File: src/rtl/pipe_pkg.sv
// Shared types and default widths for the in-order core's stage registers.
package pipe_pkg;

  // Occupancy state of a stage register. The 2'b11 encoding is unused and
  // recovers to PS_EMPTY.
  typedef enum logic [1:0] {
    PS_EMPTY = 2'b00,
    PS_BUSY  = 2'b01,
    PS_FULL  = 2'b10
  } pipe_state_e;

  // Default payload widths at each stage boundary.
  localparam int IF_ID_CTRL_W  = 8;
  localparam int IF_ID_DATA_W  = 64;
  localparam int ID_EX_CTRL_W  = 16;
  localparam int ID_EX_DATA_W  = 128;
  localparam int EX_MEM_CTRL_W = 12;
  localparam int EX_MEM_DATA_W = 96;
  localparam int MEM_WB_CTRL_W = 8;
  localparam int MEM_WB_DATA_W = 64;

  // Entries held for a given state; illegal encodings report empty.
  function automatic logic [1:0] state_occ(input pipe_state_e s);
    case (s)
      PS_BUSY: state_occ = 2'd1;
      PS_FULL: state_occ = 2'd2;
      default: state_occ = 2'd0;
    endcase
  endfunction

endpackage

File: src/rtl/pipe_payload_reg.sv
// Enable/clear register over a {ctrl, data} payload. Clear always zeroes the
// control word; the data word is zeroed on clear only when CLR_DATA=1.
module pipe_payload_reg
  import pipe_pkg::*;
#(
  parameter int CTRL_W   = 16,
  parameter int DATA_W   = 128,
  parameter int CLR_DATA = 0
) (
  input  logic              clk,
  input  logic              rstn,
  input  logic              clr,
  input  logic              en,
  input  logic [CTRL_W-1:0] d_ctrl,
  input  logic [DATA_W-1:0] d_data,
  output logic [CTRL_W-1:0] q_ctrl,
  output logic [DATA_W-1:0] q_data
);

  // Control word: reset > clear > load.
  always_ff @(posedge clk) begin
    if (!rstn)     q_ctrl <= '0;
    else if (clr)  q_ctrl <= '0;
    else if (en)   q_ctrl <= d_ctrl;
  end

  generate
    if (CLR_DATA != 0) begin : g_data_clr
      // Data word zeroed on clear.
      always_ff @(posedge clk) begin
        if (!rstn)     q_data <= '0;
        else if (clr)  q_data <= '0;
        else if (en)   q_data <= d_data;
      end
    end else begin : g_data_hold
      // Data word holds across a clear; a stale value is harmless because
      // the gated control word marks the bubble.
      always_ff @(posedge clk) begin
        if (!rstn)                q_data <= '0;
        else if (en && !clr)      q_data <= d_data;
      end
    end
  endgenerate

endmodule

File: src/rtl/pipe_stage_reg.sv
// Parametrised pipeline stage register with valid/ready handshake, flush and
// an optional 2-entry skid buffer that registers in_ready.
module pipe_stage_reg
  import pipe_pkg::*;
#(
  parameter int CTRL_W   = ID_EX_CTRL_W,
  parameter int DATA_W   = ID_EX_DATA_W,
  parameter int SKID     = 1,
  parameter int CLR_DATA = 0
) (
  input  logic              clk,
  input  logic              rstn,
  input  logic              flush,
  input  logic              in_valid,
  output logic              in_ready,
  input  logic [CTRL_W-1:0] in_ctrl,
  input  logic [DATA_W-1:0] in_data,
  output logic              out_valid,
  input  logic              out_ready,
  output logic [CTRL_W-1:0] out_ctrl,
  output logic [DATA_W-1:0] out_data,
  output logic [1:0]        occ
);

  pipe_state_e       state_q, state_d;
  logic              in_fire, out_fire;
  logic              main_en, main_from_skid, skid_en;
  logic [CTRL_W-1:0] main_ctrl, skid_ctrl, main_d_ctrl;
  logic [DATA_W-1:0] main_data, skid_data, main_d_data;

  assign out_valid = (state_q == PS_BUSY) || (state_q == PS_FULL);
  assign in_fire   = in_valid && in_ready;
  assign out_fire  = out_valid && out_ready;
  assign occ       = state_occ(state_q);

  generate
    if (SKID != 0) begin : g_rdy_reg
      // Ready decoded from state only: no path from out_ready to in_ready.
      assign in_ready = (state_q == PS_EMPTY) || (state_q == PS_BUSY);
    end else begin : g_rdy_comb
      // Single register: accept when empty or when the held entry leaves.
      assign in_ready = !out_valid || out_ready;
    end
  endgenerate

  // State register: reset > flush > normal next state.
  always_ff @(posedge clk) begin
    if (!rstn)      state_q <= PS_EMPTY;
    else if (flush) state_q <= PS_EMPTY;
    else            state_q <= state_d;
  end

  // Next-state and main-register load decode.
  always_comb begin
    state_d        = state_q;
    main_en        = 1'b0;
    main_from_skid = 1'b0;
    case (state_q)
      PS_EMPTY: begin
        if (in_fire) begin
          state_d = PS_BUSY;
          main_en = 1'b1;
        end
      end
      PS_BUSY: begin
        if (in_fire && out_fire) begin
          main_en = 1'b1;
        end else if (in_fire) begin
          // Only reachable with the skid buffer; without it in_ready
          // already implies out_fire here.
          if (SKID != 0) state_d = PS_FULL;
          else           main_en = 1'b1;
        end else if (out_fire) begin
          state_d = PS_EMPTY;
        end
      end
      PS_FULL: begin
        if (out_fire) begin
          state_d        = PS_BUSY;
          main_en        = 1'b1;
          main_from_skid = 1'b1;
        end
      end
      default: state_d = PS_EMPTY;
    endcase
  end

  // Main refills from the skid entry when draining FULL, else from upstream.
  assign main_d_ctrl = main_from_skid ? skid_ctrl : in_ctrl;
  assign main_d_data = main_from_skid ? skid_data : in_data;

  pipe_payload_reg #(
    .CTRL_W   (CTRL_W),
    .DATA_W   (DATA_W),
    .CLR_DATA (CLR_DATA)
  ) u_main (
    .clk    (clk),
    .rstn   (rstn),
    .clr    (flush),
    .en     (main_en),
    .d_ctrl (main_d_ctrl),
    .d_data (main_d_data),
    .q_ctrl (main_ctrl),
    .q_data (main_data)
  );

  generate
    if (SKID != 0) begin : g_skid
      // Second entry captured when upstream fires into a stalled BUSY stage.
      assign skid_en = (state_q == PS_BUSY) && in_fire && !out_fire;

      pipe_payload_reg #(
        .CTRL_W   (CTRL_W),
        .DATA_W   (DATA_W),
        .CLR_DATA (CLR_DATA)
      ) u_skid (
        .clk    (clk),
        .rstn   (rstn),
        .clr    (flush),
        .en     (skid_en),
        .d_ctrl (in_ctrl),
        .d_data (in_data),
        .q_ctrl (skid_ctrl),
        .q_data (skid_data)
      );
    end else begin : g_noskid
      assign skid_en   = 1'b0;
      assign skid_ctrl = '0;
      assign skid_data = '0;
    end
  endgenerate

  // Bubbles carry no control bits so downstream write enables stay low.
  assign out_ctrl = main_ctrl & {CTRL_W{out_valid}};
  assign out_data = main_data;

endmodule

File: config.mk
export PLATFORM = sky130hd
export DESIGN_NAME = pipe_stage_reg
export DESIGN_NICKNAME = d
export VERILOG_FILES = /design/src/rtl/pipe_pkg.sv /design/src/rtl/pipe_payload_reg.sv /design/src/rtl/pipe_stage_reg.sv
export SDC_FILE = /design/constraint.sdc
export NUM_CORES = 1
export LEC_CHECK = 0
export ABC_AREA = 1
export CAP_MARGIN = 10
export CORE_UTILIZATION = 50
export DETAILED_ROUTE_END_ITERATION = 6
export GPL_TIMING_DRIVEN = 0
export PLACE_DENSITY = 0.8
export SYNTH_ARGS = -nofsm -noshare
export SYNTH_HDL_FRONTEND = slang
export SYNTH_SLANG_ARGS = --single-unit
File: constraint.sdc
create_clock -name clk -period 2.3 [get_ports clk]
set_clock_uncertainty 0.1 [all_clocks]
set_input_delay 0.46 -clock clk [delete_from_list [all_inputs] [get_ports clk]]
set_output_delay 0.46 -clock clk [all_outputs]
set_load 0.02 [all_outputs]
==> impl_metrics.yaml <==
clock_network:
  max-clock-path-buffers: 3
  root_buffer: "clkbuf_16"
  tritoncts: "done"
  clk_transition_reported_paths_ns: 0.06
  tritoncts_num_sinks: 290
  cts_hold_buffers: 0
  clock_insertion_delay_worst_skew_ns: 0.55
  htreeDepth: 1
  cts_buffers: 30
synthesis:
  mappedNetlistNets: 2086
  synth_top_area_share_pct: 45.4
  synth.cell_area_um2: 12800
  synth-seq-area-share_pct: 45.4
  yosysMostFrequentCell: "nand2_1"
  synth-main-ff-cell: "dfxtp_1"
  post_synth_num_cell_types: 23
  netlist_instances: 1931
  cell_type_with_the_highest_aggregate_area_in_the_netlist: "dfxtp_1"
  ys_async_sr_fraction_pct: 0
  syn-mean-instance-area_um2: 6.62
  ys_ff_latch: 290
  number_of_enable_type_register_cells_in_the_synthesized_netlist: 0
  post_synth_most_frequent_cells: "nand2_1, dfxtp_1, nor2_1"
  synth_area_leaders: "dfxtp_1, nand2_1, o21ai_0, nor2_1, inv_1"
  ys.warnings.count: 0
setup_path:
  timing.critical_path.required_ns: 1.74
  cp-end-kind: "output port"
  timing.critical_path.max_delay_family: "buffers and inverters"
  arrival_ns: 1.71
  critical_path.max_stage_delay_ns: 0.37
  worstPathMaxFanout: 6
  timing.rr.start: "state_q[0]"
  worst_path_most_repeated_cell: "buf_8"
  type_of_the_worst_setup_path: "reg -> out"
  cp.buffers_inverters: 5
  crit_path_start_kind: "register"
  timing.critical_path.cells: "inv_4, ha_4, buf_8, buf_8, nand2_2, inv_2, buf_6"
  timing.critical_path.from: "state_q[0]"
  crit_slowest_cell: "dfxtp_4"
floorplanning:
  die_height_um: 162
  design.die.area_um2: 26200
  chipWidth_um: 162
  rows: 58
  design.core.area_um2: 25100
  ios: 297
  start_util_pct: 50.9
worst_hold_path:
  hold_path.class: "reg -> reg"
  min-delay-start: "g_skid.u_skid.q_data[26]"
drt:
  drc: 14
  initialDrtViolationCount: 951
  first_pass_iters: 7
  wl_per_cell_um: 14.4
  top_layer_reached_by_signal_wires: "met4"
  met1Wirelength_um: 15800
  met3_length_um: 2780
  drt.antenna.violating_nets: 0
  post_drt_via_cell_ratio: 4.95
  totalWireLength_um: 37900
  via_count: 13000
  wl_met2_um: 17800
outcome:
  failed_checks: "DRC"
  run_status: "finished, violations left"
placement:
  numPortBuffers: 296
  dp_worst_setup_slack_ns: -0.371
  place.gp.congestion: 0.860
  post-dp-hpwl_um: 26300
  dp_cells: 2557
timing:
  achievable-frequency_mhz: 441
  hold-worst-slack_ns: 0.346
  final_period_minus_worst_setup_slack_ns: 2.27
  worst-slew-pin-transition_ns: 0.879
  grt_setup_unrepaired: "true"
  post-route-worst-setup-slack_ns: 0.0341
  hold_viol: 0
  max-slew-margin-rel_pct: 41.4
  slew_viol_final: 0
  period_share_pct: 98.5
  setup_viol_count_final: 0
power:
  static-leakage-power_nw: 7.85
  power_density_nw_per_um2: 708
  irDropWorstVdd_mv: 0.488
finish:
  layout-area-overhead-vs-synth_pct: 35.7
  final_net_count: 2422
  layoutNonFillerInstCount: 2626
  final_layout_size_suffix_gt1_share_pct: 7.77
grt:
  antenna_found_initial: 5
  grt_max_degree: 15
  grt_pass1_vias: 12200
  grt_util_all_layers_pct: 28.1
  grt_overflow_total: 0
  grt_first_pass_wirelength_um: 59800
job:
  max_cap_violation_count: 0
## sequential cells by signal, indices dropped and copies added, names as in the netlist
signal,flops
g_skid.u_skid.q_data,128
g_skid.u_skid.q_ctrl,16
u_main.q_ctrl,16
state_q,2
u_main.q_data,128
## cells by family (layout without fill, tap and decap cells)
kind of cell / after synthesis / after routing / synth area share [%]
buffers and inverters: 393 / 753 / 12.9
AO/OA/AOI/OAI: 387 / 387 / 15.2
other: 0 / 5 / 0
adder cells (fa/ha/maj): 6 / 6 / 0.587
AND/OR/NAND/NOR: 855 / 855 / 26.0
flip-flops: 290 / 290 / 45.4
## worst reg2reg max path, stage by stage, from the launching register on
cell and delay (ns):
dfxtp_4 0.37, inv_4 0.04, ha_4 0.27, buf_8 0.13, nand2_4 0.07, inv_2 0.09, nor2_4 0.05, nand2_1 0.13
buf_4 0.25, clkbuf_1 0.34, o21ai_0 0.16, a21oi_1 0.15
## cells in the final DEF (no fill, tap or decap), types with 2 or more instances in the layout
cell type	instances
a21oi_1	158
buf_1	3
buf_2	37
buf_4	14
buf_6	24
buf_8	3
bufinv_16	2
clkbuf_1	60
clkbuf_16	31
clkbuf_2	13
clkbuf_4	2
clkbuf_8	10
clkdlybuf4s50_1	276
clkinv_1	3
clkinv_2	8
dfxtp_1	288
dfxtp_4	2
diode_2	5
dlygate4sd2_1	3
ha_1	5
inv_1	250
inv_2	11
inv_4	2
nand2_1	523
nand2_2	11
nand3_1	46
nand3_4	2
nor2_1	269
o21ai_0	227
## where the power goes
group	switching (mW)	leakage [nW]	total [mW]	internal (mW)
Clock	2.02	0.518	5.02	3.00
Sequential	0.113	2.37	5.38	5.27
Combinational	1.03	4.96	1.88	0.850
Total	3.17	7.85	12.3	9.11
## per-stage QoR
step | setup TNS (ns) | area [um^2] | util, % | total power [mW]
finish | 0 | 17300 | 69.1 | 12.3
floorplan | 0 | 12800 | - | 6.45
detailed placement | -46.28 | 16200 | 64.4 | 7.32
CTS | -0.00416 | 17300 | 68.8 | 12.3
global placement | -34.96 | 16200 | 64.4 | 7.28
global route | -0.0689 | 17300 | 69.1 | 12.8
## routing by layer
layer  global-route usage, %  up-vias
li1                        -     6593
met1                    35.1     5878
met2                    47.1      441
met3                    5.49       87
met4                    12.0        0
met5                       0        -
## area by class of cell
| cell class | count | area (um^2) |
|---|---|---|
| Fill cell | 2143 | 7760 |
| Sequential cell | 290 | 5810 |
| Multi-Input combinational cell | 1248 | 5370 |
| Timing Repair Buffer | 304 | 3000 |
| Inverter | 266 | 1000 |
| Clock buffer | 45 | 928 |
| Buffer | 127 | 692 |
| Tap cell | 330 | 413 |
| Clock inverter | 11 | 108 |
| Antenna cell | 5 | 12.5 |
## repair_timing
item,in CTS,in global routing
gates cloned,2,0
buffers inserted,2,4
resized for setup,100,55
setup endpoints to repair,298,122
pin swaps,1,1
## worst paths after layout
check | to | slack, ns | depth (start not counted)
setup / recovery | out_ctrl[8] | 0.03 | 7
hold / removal | g_skid.u_skid.q_data[26] | 0.35 | 2
setup reg to reg | g_skid.u_skid.q_data[28] | 0.09 | 11
hold reg to reg | g_skid.u_skid.q_data[26] | 0.35 | 2
Power figures use the tool's default switching activity.
